[src/rtl/riscv32ima_fetch_pkg.sv]
// riscv32ima_pkg: shared widths, fetch FSM states and the fetch buffer entry type
package riscv32ima_pkg;
  localparam int ADDR_WIDTH = 32;
  localparam int DATA_WIDTH = 64;
  localparam int INST_BYTES = 4;
  localparam int LINE_BYTES = 8;
  typedef enum logic [2:0] {IDLE, REQ, WAIT, HOLD, DROP} fetch_state_e;
  typedef struct packed {
    logic [31:0] pc;
    logic [31:0] inst;
  } fetch_entry_t;
endpackage

[src/rtl/riscv32ima_fetch_if.sv]
// riscv32ima_fetch_if: instruction-memory port (i_*) plus decode handshake (inst_*); master = fetch side
interface riscv32ima_fetch_if #(
  parameter int ADDR_WIDTH = riscv32ima_pkg::ADDR_WIDTH,
  parameter int DATA_WIDTH = riscv32ima_pkg::DATA_WIDTH
);
  logic                  i_ncs;
  logic                  i_nwe;
  logic [ADDR_WIDTH-1:0] i_addr;
  logic [DATA_WIDTH-1:0] i_wdata;
  logic [DATA_WIDTH-1:0] i_wmask;
  logic [DATA_WIDTH-1:0] i_rdata;
  logic                  i_stall;
  logic                  inst_valid;
  logic                  inst_ready;
  logic [31:0]           inst_data;
  logic [ADDR_WIDTH-1:0] inst_pc;
  modport master (
    output i_ncs, i_nwe, i_addr, i_wdata, i_wmask, inst_valid, inst_data, inst_pc,
    input  i_rdata, i_stall, inst_ready
  );
  modport slave (
    input  i_ncs, i_nwe, i_addr, i_wdata, i_wmask, inst_valid, inst_data, inst_pc,
    output i_rdata, i_stall, inst_ready
  );
endinterface

[src/rtl/riscv32ima_fetch_fifo.sv]
// riscv32ima_fetch_fifo: 2-in/1-out entry buffer; ports clk rst flush enq_cnt enq0 enq1 deq -> valid head free_count
module riscv32ima_fetch_fifo
  import riscv32ima_pkg::*;
#(
  parameter int DEPTH = 4,
  localparam int PW = $clog2(DEPTH)
) (
  input  logic         clk,
  input  logic         rst,
  input  logic         flush,
  input  logic [1:0]   enq_cnt,
  input  fetch_entry_t enq0,
  input  fetch_entry_t enq1,
  input  logic         deq,
  output logic         valid,
  output fetch_entry_t head,
  output logic [PW:0]  free_count
);
  fetch_entry_t mem [DEPTH];
  logic [PW-1:0] wptr, rptr;
  logic [PW:0] count;
  logic pop;
  assign valid = count != '0;
  assign head = mem[rptr];
  assign free_count = (PW+1)'(DEPTH) - count;
  assign pop = deq && valid;
  always_ff @(posedge clk or posedge rst)
    if (rst) begin
      wptr <= '0;
      rptr <= '0;
      count <= '0;
    end else if (flush) begin
      wptr <= '0;
      rptr <= '0;
      count <= '0;
    end else begin
      wptr <= wptr + PW'(enq_cnt);
      rptr <= rptr + PW'(pop);
      count <= count + (PW+1)'(enq_cnt) - (PW+1)'(pop);
    end
  always_ff @(posedge clk) begin
    if (enq_cnt != 2'd0) mem[wptr] <= enq0;
    if (enq_cnt == 2'd2) mem[wptr + PW'(1)] <= enq1;
  end
endmodule

[src/rtl/riscv32ima_fetch.sv]
// riscv32ima_fetch: fetch stage; clk rst redir_valid redir_pc, bus = memory port + decode valid/ready
module riscv32ima_fetch #(
  parameter int ADDR_WIDTH = 32,
  parameter int DATA_WIDTH = 64,
  parameter logic [ADDR_WIDTH-1:0] RESET_PC = '0,
  parameter int FIFO_DEPTH = 4
) (
  input  logic                  clk,
  input  logic                  rst,
  input  logic                  redir_valid,
  input  logic [ADDR_WIDTH-1:0] redir_pc,
  riscv32ima_fetch_if.master    bus
);
  import riscv32ima_pkg::*;
  localparam int PW = $clog2(FIFO_DEPTH);
  localparam logic [PW:0] ROOM = (PW+1)'(2);
  fetch_state_e state, next;
  logic [ADDR_WIDTH-1:0] fetch_pc, line, line_hi;
  logic [PW:0] free, free_after;
  logic [1:0] enq_cnt;
  logic accept, in_flight, resp, valid;
  fetch_entry_t enq0, enq1, head;
  assign line = {fetch_pc[ADDR_WIDTH-1:3], 3'b0};
  assign line_hi = line + ADDR_WIDTH'(INST_BYTES);
  assign bus.i_ncs = !(state == REQ && free >= ROOM);
  assign bus.i_nwe = 1'b1;
  assign bus.i_addr = line;
  assign bus.i_wdata = {DATA_WIDTH{1'b0}};
  assign bus.i_wmask = {DATA_WIDTH{1'b0}};
  assign accept = !bus.i_ncs && bus.i_stall;
  assign in_flight = state == WAIT || state == DROP;
  assign resp = in_flight && bus.i_stall;
  assign enq_cnt = (state == WAIT && resp && !redir_valid) ? (fetch_pc[2] ? 2'd1 : 2'd2) : 2'd0;
  assign free_after = free - (PW+1)'(enq_cnt);
  assign enq0 = fetch_pc[2] ? '{pc: line_hi, inst: bus.i_rdata[63:32]} : '{pc: line, inst: bus.i_rdata[31:0]};
  assign enq1 = '{pc: line_hi, inst: bus.i_rdata[63:32]};
  assign bus.inst_valid = valid;
  assign bus.inst_data = valid ? head.inst : '0;
  assign bus.inst_pc = valid ? head.pc : '0;
  always_comb begin
    next = state;
    case (state)
      IDLE:    next = REQ;
      REQ:     next = accept ? WAIT : REQ;
      WAIT:    next = !resp ? WAIT : free_after >= ROOM ? REQ : HOLD;
      HOLD:    next = free >= ROOM ? REQ : HOLD;
      DROP:    next = resp ? REQ : DROP;
      default: next = IDLE;
    endcase
    if (redir_valid) next = (accept || (in_flight && !resp)) ? DROP : REQ;
  end
  always_ff @(posedge clk or posedge rst)
    if (rst) begin
      state <= IDLE;
      fetch_pc <= RESET_PC;
    end else begin
      state <= next;
      if (redir_valid) fetch_pc <= {redir_pc[ADDR_WIDTH-1:2], 2'b0};
      else if (enq_cnt != 2'd0) fetch_pc <= line + ADDR_WIDTH'(LINE_BYTES);
    end
  riscv32ima_fetch_fifo #(.DEPTH(FIFO_DEPTH)) u_fifo (
    .clk(clk),
    .rst(rst),
    .flush(redir_valid),
    .enq_cnt(enq_cnt),
    .enq0(enq0),
    .enq1(enq1),
    .deq(bus.inst_ready),
    .valid(valid),
    .head(head),
    .free_count(free)
  );
endmodule

[src/flat_wrapper.sv]
// flat-port wrapper written by rule: the top's interface ports become plain ports
module riscv32ima_fetch_flat import riscv32ima_pkg::*;
#(
  parameter int ADDR_WIDTH = 32,
  parameter int DATA_WIDTH = 64,
  parameter logic [ADDR_WIDTH-1:0] RESET_PC = '0,
  parameter int FIFO_DEPTH = 4
)
  (clk, rst, redir_valid, redir_pc, bus_i_ncs, bus_i_nwe, bus_i_addr, bus_i_wdata, bus_i_wmask, bus_inst_valid, bus_inst_data, bus_inst_pc, bus_i_rdata, bus_i_stall, bus_inst_ready);
  riscv32ima_fetch_if #(.ADDR_WIDTH(ADDR_WIDTH), .DATA_WIDTH(DATA_WIDTH)) bus_i ();
  input  logic clk;
  input  logic rst;
  input  logic redir_valid;
  input  logic [ADDR_WIDTH-1:0] redir_pc;
  output wire logic [$bits(bus_i.i_ncs)-1:0] bus_i_ncs;
  output wire logic [$bits(bus_i.i_nwe)-1:0] bus_i_nwe;
  output wire logic [$bits(bus_i.i_addr)-1:0] bus_i_addr;
  output wire logic [$bits(bus_i.i_wdata)-1:0] bus_i_wdata;
  output wire logic [$bits(bus_i.i_wmask)-1:0] bus_i_wmask;
  output wire logic [$bits(bus_i.inst_valid)-1:0] bus_inst_valid;
  output wire logic [$bits(bus_i.inst_data)-1:0] bus_inst_data;
  output wire logic [$bits(bus_i.inst_pc)-1:0] bus_inst_pc;
  input wire logic [$bits(bus_i.i_rdata)-1:0] bus_i_rdata;
  input wire logic [$bits(bus_i.i_stall)-1:0] bus_i_stall;
  input wire logic [$bits(bus_i.inst_ready)-1:0] bus_inst_ready;
  assign bus_i_ncs = bus_i.i_ncs;
  assign bus_i_nwe = bus_i.i_nwe;
  assign bus_i_addr = bus_i.i_addr;
  assign bus_i_wdata = bus_i.i_wdata;
  assign bus_i_wmask = bus_i.i_wmask;
  assign bus_inst_valid = bus_i.inst_valid;
  assign bus_inst_data = bus_i.inst_data;
  assign bus_inst_pc = bus_i.inst_pc;
  assign bus_i.i_rdata = bus_i_rdata;
  assign bus_i.i_stall = bus_i_stall;
  assign bus_i.inst_ready = bus_inst_ready;
  riscv32ima_fetch #(.ADDR_WIDTH(ADDR_WIDTH), .DATA_WIDTH(DATA_WIDTH), .RESET_PC(RESET_PC), .FIFO_DEPTH(FIFO_DEPTH)) u_core (.clk(clk), .rst(rst), .redir_valid(redir_valid), .redir_pc(redir_pc), .bus(bus_i));
endmodule
[config.mk]
export PLATFORM = sky130hd
export DESIGN_NAME = riscv32ima_fetch_flat
export DESIGN_NICKNAME = d
export VERILOG_FILES = /design/src/rtl/riscv32ima_fetch_pkg.sv /design/src/rtl/riscv32ima_fetch_if.sv /design/src/rtl/riscv32ima_fetch_fifo.sv /design/src/rtl/riscv32ima_fetch.sv /design/src/flat_wrapper.sv
export SDC_FILE = /design/constraint.sdc
export NUM_CORES = 1
export LEC_CHECK = 0
export CORE_ASPECT_RATIO = 1.2
export CORE_MARGIN = 2
export CORE_UTILIZATION = 45
export CTS_CLUSTER_SIZE = 28
export DETAILED_ROUTE_END_ITERATION = 10
export HOLD_SLACK_MARGIN = 0.15
export PLACE_DENSITY = 0.83
export SLEW_MARGIN = 10
export SYNTH_ARGS = -nofsm -noshare
export SYNTH_HDL_FRONTEND = slang
export SYNTH_SLANG_ARGS = --single-unit
[constraint.sdc]
create_clock -name clk -period 3.3 [get_ports clk]
set_clock_uncertainty 0.05 [all_clocks]
set_input_delay 0.495 -clock clk [delete_from_list [all_inputs] [get_ports clk]]
set_output_delay 0.495 -clock clk [all_outputs]
set_load 0.005 [all_outputs]
==> reports/results.ini <==
[route]
drt_first_iter_violations = 971
firstDrtPassIters = 7
wl_per_cell_microns = 20.2
viasPerCell = 5.51
ant_nets = 0
drc = 0
vias = 10230
postRouteWirelength_mm = 37.5

[setup_path]
cp_max_fo = 25
critPathSlowestCell = dfrtp_4
crit_chain = buf_12 -> mux4_2 -> and2_1 -> clkdlybuf4s50_1
path_class = reg2out
slowest_delay_ns = 0.62
cp.required_ns = 2.75
cp-start-kind = register
worst-endpoint-arrival_ns = 2.63
critPathCaptureType = output pin

[floorplan]
io-pin-count = 328
die_area_sq_um = 36000
die_x_microns = 174
core.rowCount = 74
start_util_pct = 45.7
die_h_microns = 207
design.core.area_sq_um = 34000

[clock_network]
path_clk_slew_ns = 0.06
clock-sinks = 288
cts_tree = done
clock_latency_ns = 0.55
cts-root-buf = clkbuf_16
htreeDepth = 1
ctsLongestPathBuffers = 3
cts_buffers = 29
holdBufCountCts = 0

[sta]
worst_slack_ns = 0.122
tightestPinTransition_ns = 0.624
relSlewSlack_pct = 58.4
final.min_clock_period_ns = 3.18
drv_slew = 0
fin_setup_tns_ns = 0
hold_viol = 0
setup_viol_count_final = 0
max_freq_ghz = 0.315
timing.hold.ws_ns = 0.278
fin_crit_sh_pct = 96.3
rsz0062_at_grt = false

[finish]
fillers = 2768
nNetsFinal = 1489
drive_gt1_share_pct = 14.4
area_growth_pct = 18.5

[synthesis]
syn_inst = 1233
synth.area.top_cells = edfxtp_1 (47%), mux4_2 (9.0%), buf_4 (7.9%)
async_flop_share_pct = 13.9
synth_common_cells = edfxtp_1 (244), buf_4 (163), and2_1 (156)
synth_top_cell_by_area = edfxtp_1
yosysSeqAreaShare_pct = 54.2
yosysMostFrequentCell = edfxtp_1
syn_avg_cell_area_sq_um = 12.6
synth_ff_type = edfxtp_1
synth-edff-count = 244
yosys_warnings = 0
yosysTopAreaCellShare_pct = 47.2
syn_area_sq_um = 15500
ys_ff_latch = 288
ys_types = 60

[pwr]
p_clk_share_pct = 29.9
power_frac_seq_pct = 38.4
p_per_area_nw_per_um2 = 605
intPower_mw = 8.06
power_switching_mw = 3.08
peakVddDrop_mv = 0.427
swShare_pct = 27.6
pwr-share-comb_pct = 31.6
power_leakage_nw = 5.93

[grt]
grt_max_degree = 64
gr-total-overflow = 0
grt_first_pass_wirelength_mm = 57.7
track_usage_pct = 20.3
first_global_vias = 10267
antenna_found_initial = 1

[min_path]
hold_path.class = in2reg

[placement]
routabilityCongestion = 0.784
pre_cts_slack_ns = 0.145
port_buffers = 191
hpwl_mm = 23.3

[job]
maxCapViolCount = 0

[status]
outcome = complete, no violations

==> metal layers <==
layer  global-route usage [%]  wire length (microns)
met5                        0                      0
met4                     6.90                   1040
met3                     3.32                   2910
met2                     35.4                  19000
met1                     25.8                  14600
==> kinds of logic (layout without fill, tap and decap cells) <==
logic type | Yosys count | after routing | share of synthesized area [%]
AO/OA/AOI/OAI | 161 | 161 | 7.96
adder cells (fa/ha/maj) | 12 | 12 | 1.06
AND/OR/NAND/NOR | 388 | 388 | 13.8
other | 2 | 136 | 0.0484
XOR/XNOR | 13 | 13 | 0.734
flip-flops | 288 | 288 | 54.2
buffers and inverters | 274 | 308 | 10.8
multiplexers | 95 | 95 | 11.4
==> through the flow <==
step / std cells / total power [mW] / utilization [%] / cell area [sq um]
2_1_floorplan: 1365 / 6.11 / - / 16000
3_3_place_gp: 1800 / 7.82 / 51.2 / 17400
3_5_place_dp: 1800 / 7.86 / 51.2 / 17400
4_1_cts: 1854 / 11.2 / 54.0 / 18400
5_1_grt: 1855 / 11.6 / 54.1 / 18400
6_report: 1857 / 11.1 / 54.1 / 18400
==> timing repair <==
item | in CTS | in global routing
setup endpoints to repair | 1 | 7
buffers inserted | 0 | 0
resized for setup | 1 | 2
gates cloned | 0 | 1
==> final cells by class <==
| class | count | area (sq um) | area share, % |
|---|---|---|---|
| multi-input combinational | 803 | 6000 | 32.6 |
| inverter | 24 | 90.1 | 0.490 |
| antenna | 2 | 5.00 | 0.0272 |
| tap | 456 | 571 | 3.10 |
| sequential | 288 | 8420 | 45.8 |
| clock buffer | 40 | 817 | 4.44 |
| timing repair buffer | 230 | 2340 | 12.7 |
| clock inverter | 14 | 154 | 0.837 |
==> flip-flops by register name, summed over array words and instances (netlist names) <==
register	count
u_core.u_fifo.count	3
u_core.u_fifo.rptr	2
u_core.state	3
u_core.u_fifo.mem	248
u_core.u_fifo.wptr	2
u_core.fetch_pc	30
==> placed cells by master, fill, tap and decap left out, drive strengths merged, types with 4 or more instances in the layout <==
cell type,netlist,routed
edfxtp,244,244
clkdlybuf4s50,0,189
and2,156,156
conb,2,134
nor2,96,96
a22o,65,65
mux4,62,62
clkbuf,48,41
dfrtp,40,40
buf,202,39
nor3,33,33
mux2,32,32
a22oi,32,32
nand2,25,25
inv,23,24
o21ai,20,20
nand3,13,13
or4,12,12
xnor2,10,10
a31oi,10,10
ha,10,10
nor2b,9,9
nand4,9,9
clkinv,1,9
o31ai,8,8
a21oi,7,7
or3,5,5
nand2b,4,4
nor4,4,4
and4,4,4
dfxtp,4,4
==> worst paths after layout <==
path,start,endpoint,slack [ns],cells past startpoint
hold / removal,redir_valid,u_core.state[1],0.28,3
setup / recovery,u_core.u_fifo.rptr[0],bus_inst_data[23],0.12,4
min in group asynchronous,rst,u_core.fetch_pc[16],0.34,3
max in group asynchronous,rst,u_core.u_fifo.rptr[0],2.42,3
hold reg to reg,u_core.u_fifo.mem[3][34],u_core.u_fifo.mem[3][34],0.44,1
setup reg to reg,u_core.state[2],u_core.u_fifo.count[2],0.51,11
==> critical path: cells and delay by family (launching register included) <==
family,cells,cell delay (ns)
buffers and inverters,2,0.75
and+or+nand+nor,1,0.17
DFF,1,0.62
muxes,1,0.53
==> power by group through the flow <==
stage	sequential [mW]	clock [mW]	combinational, mW
finish	4.28	3.33	3.52
global route	4.30	3.54	3.80
CTS	4.27	3.39	3.54
detailed placement	4.34	0	3.52
global placement	4.33	0	3.49
floorplan	4.20	0	1.92
Power figures use the tool's default switching activity.
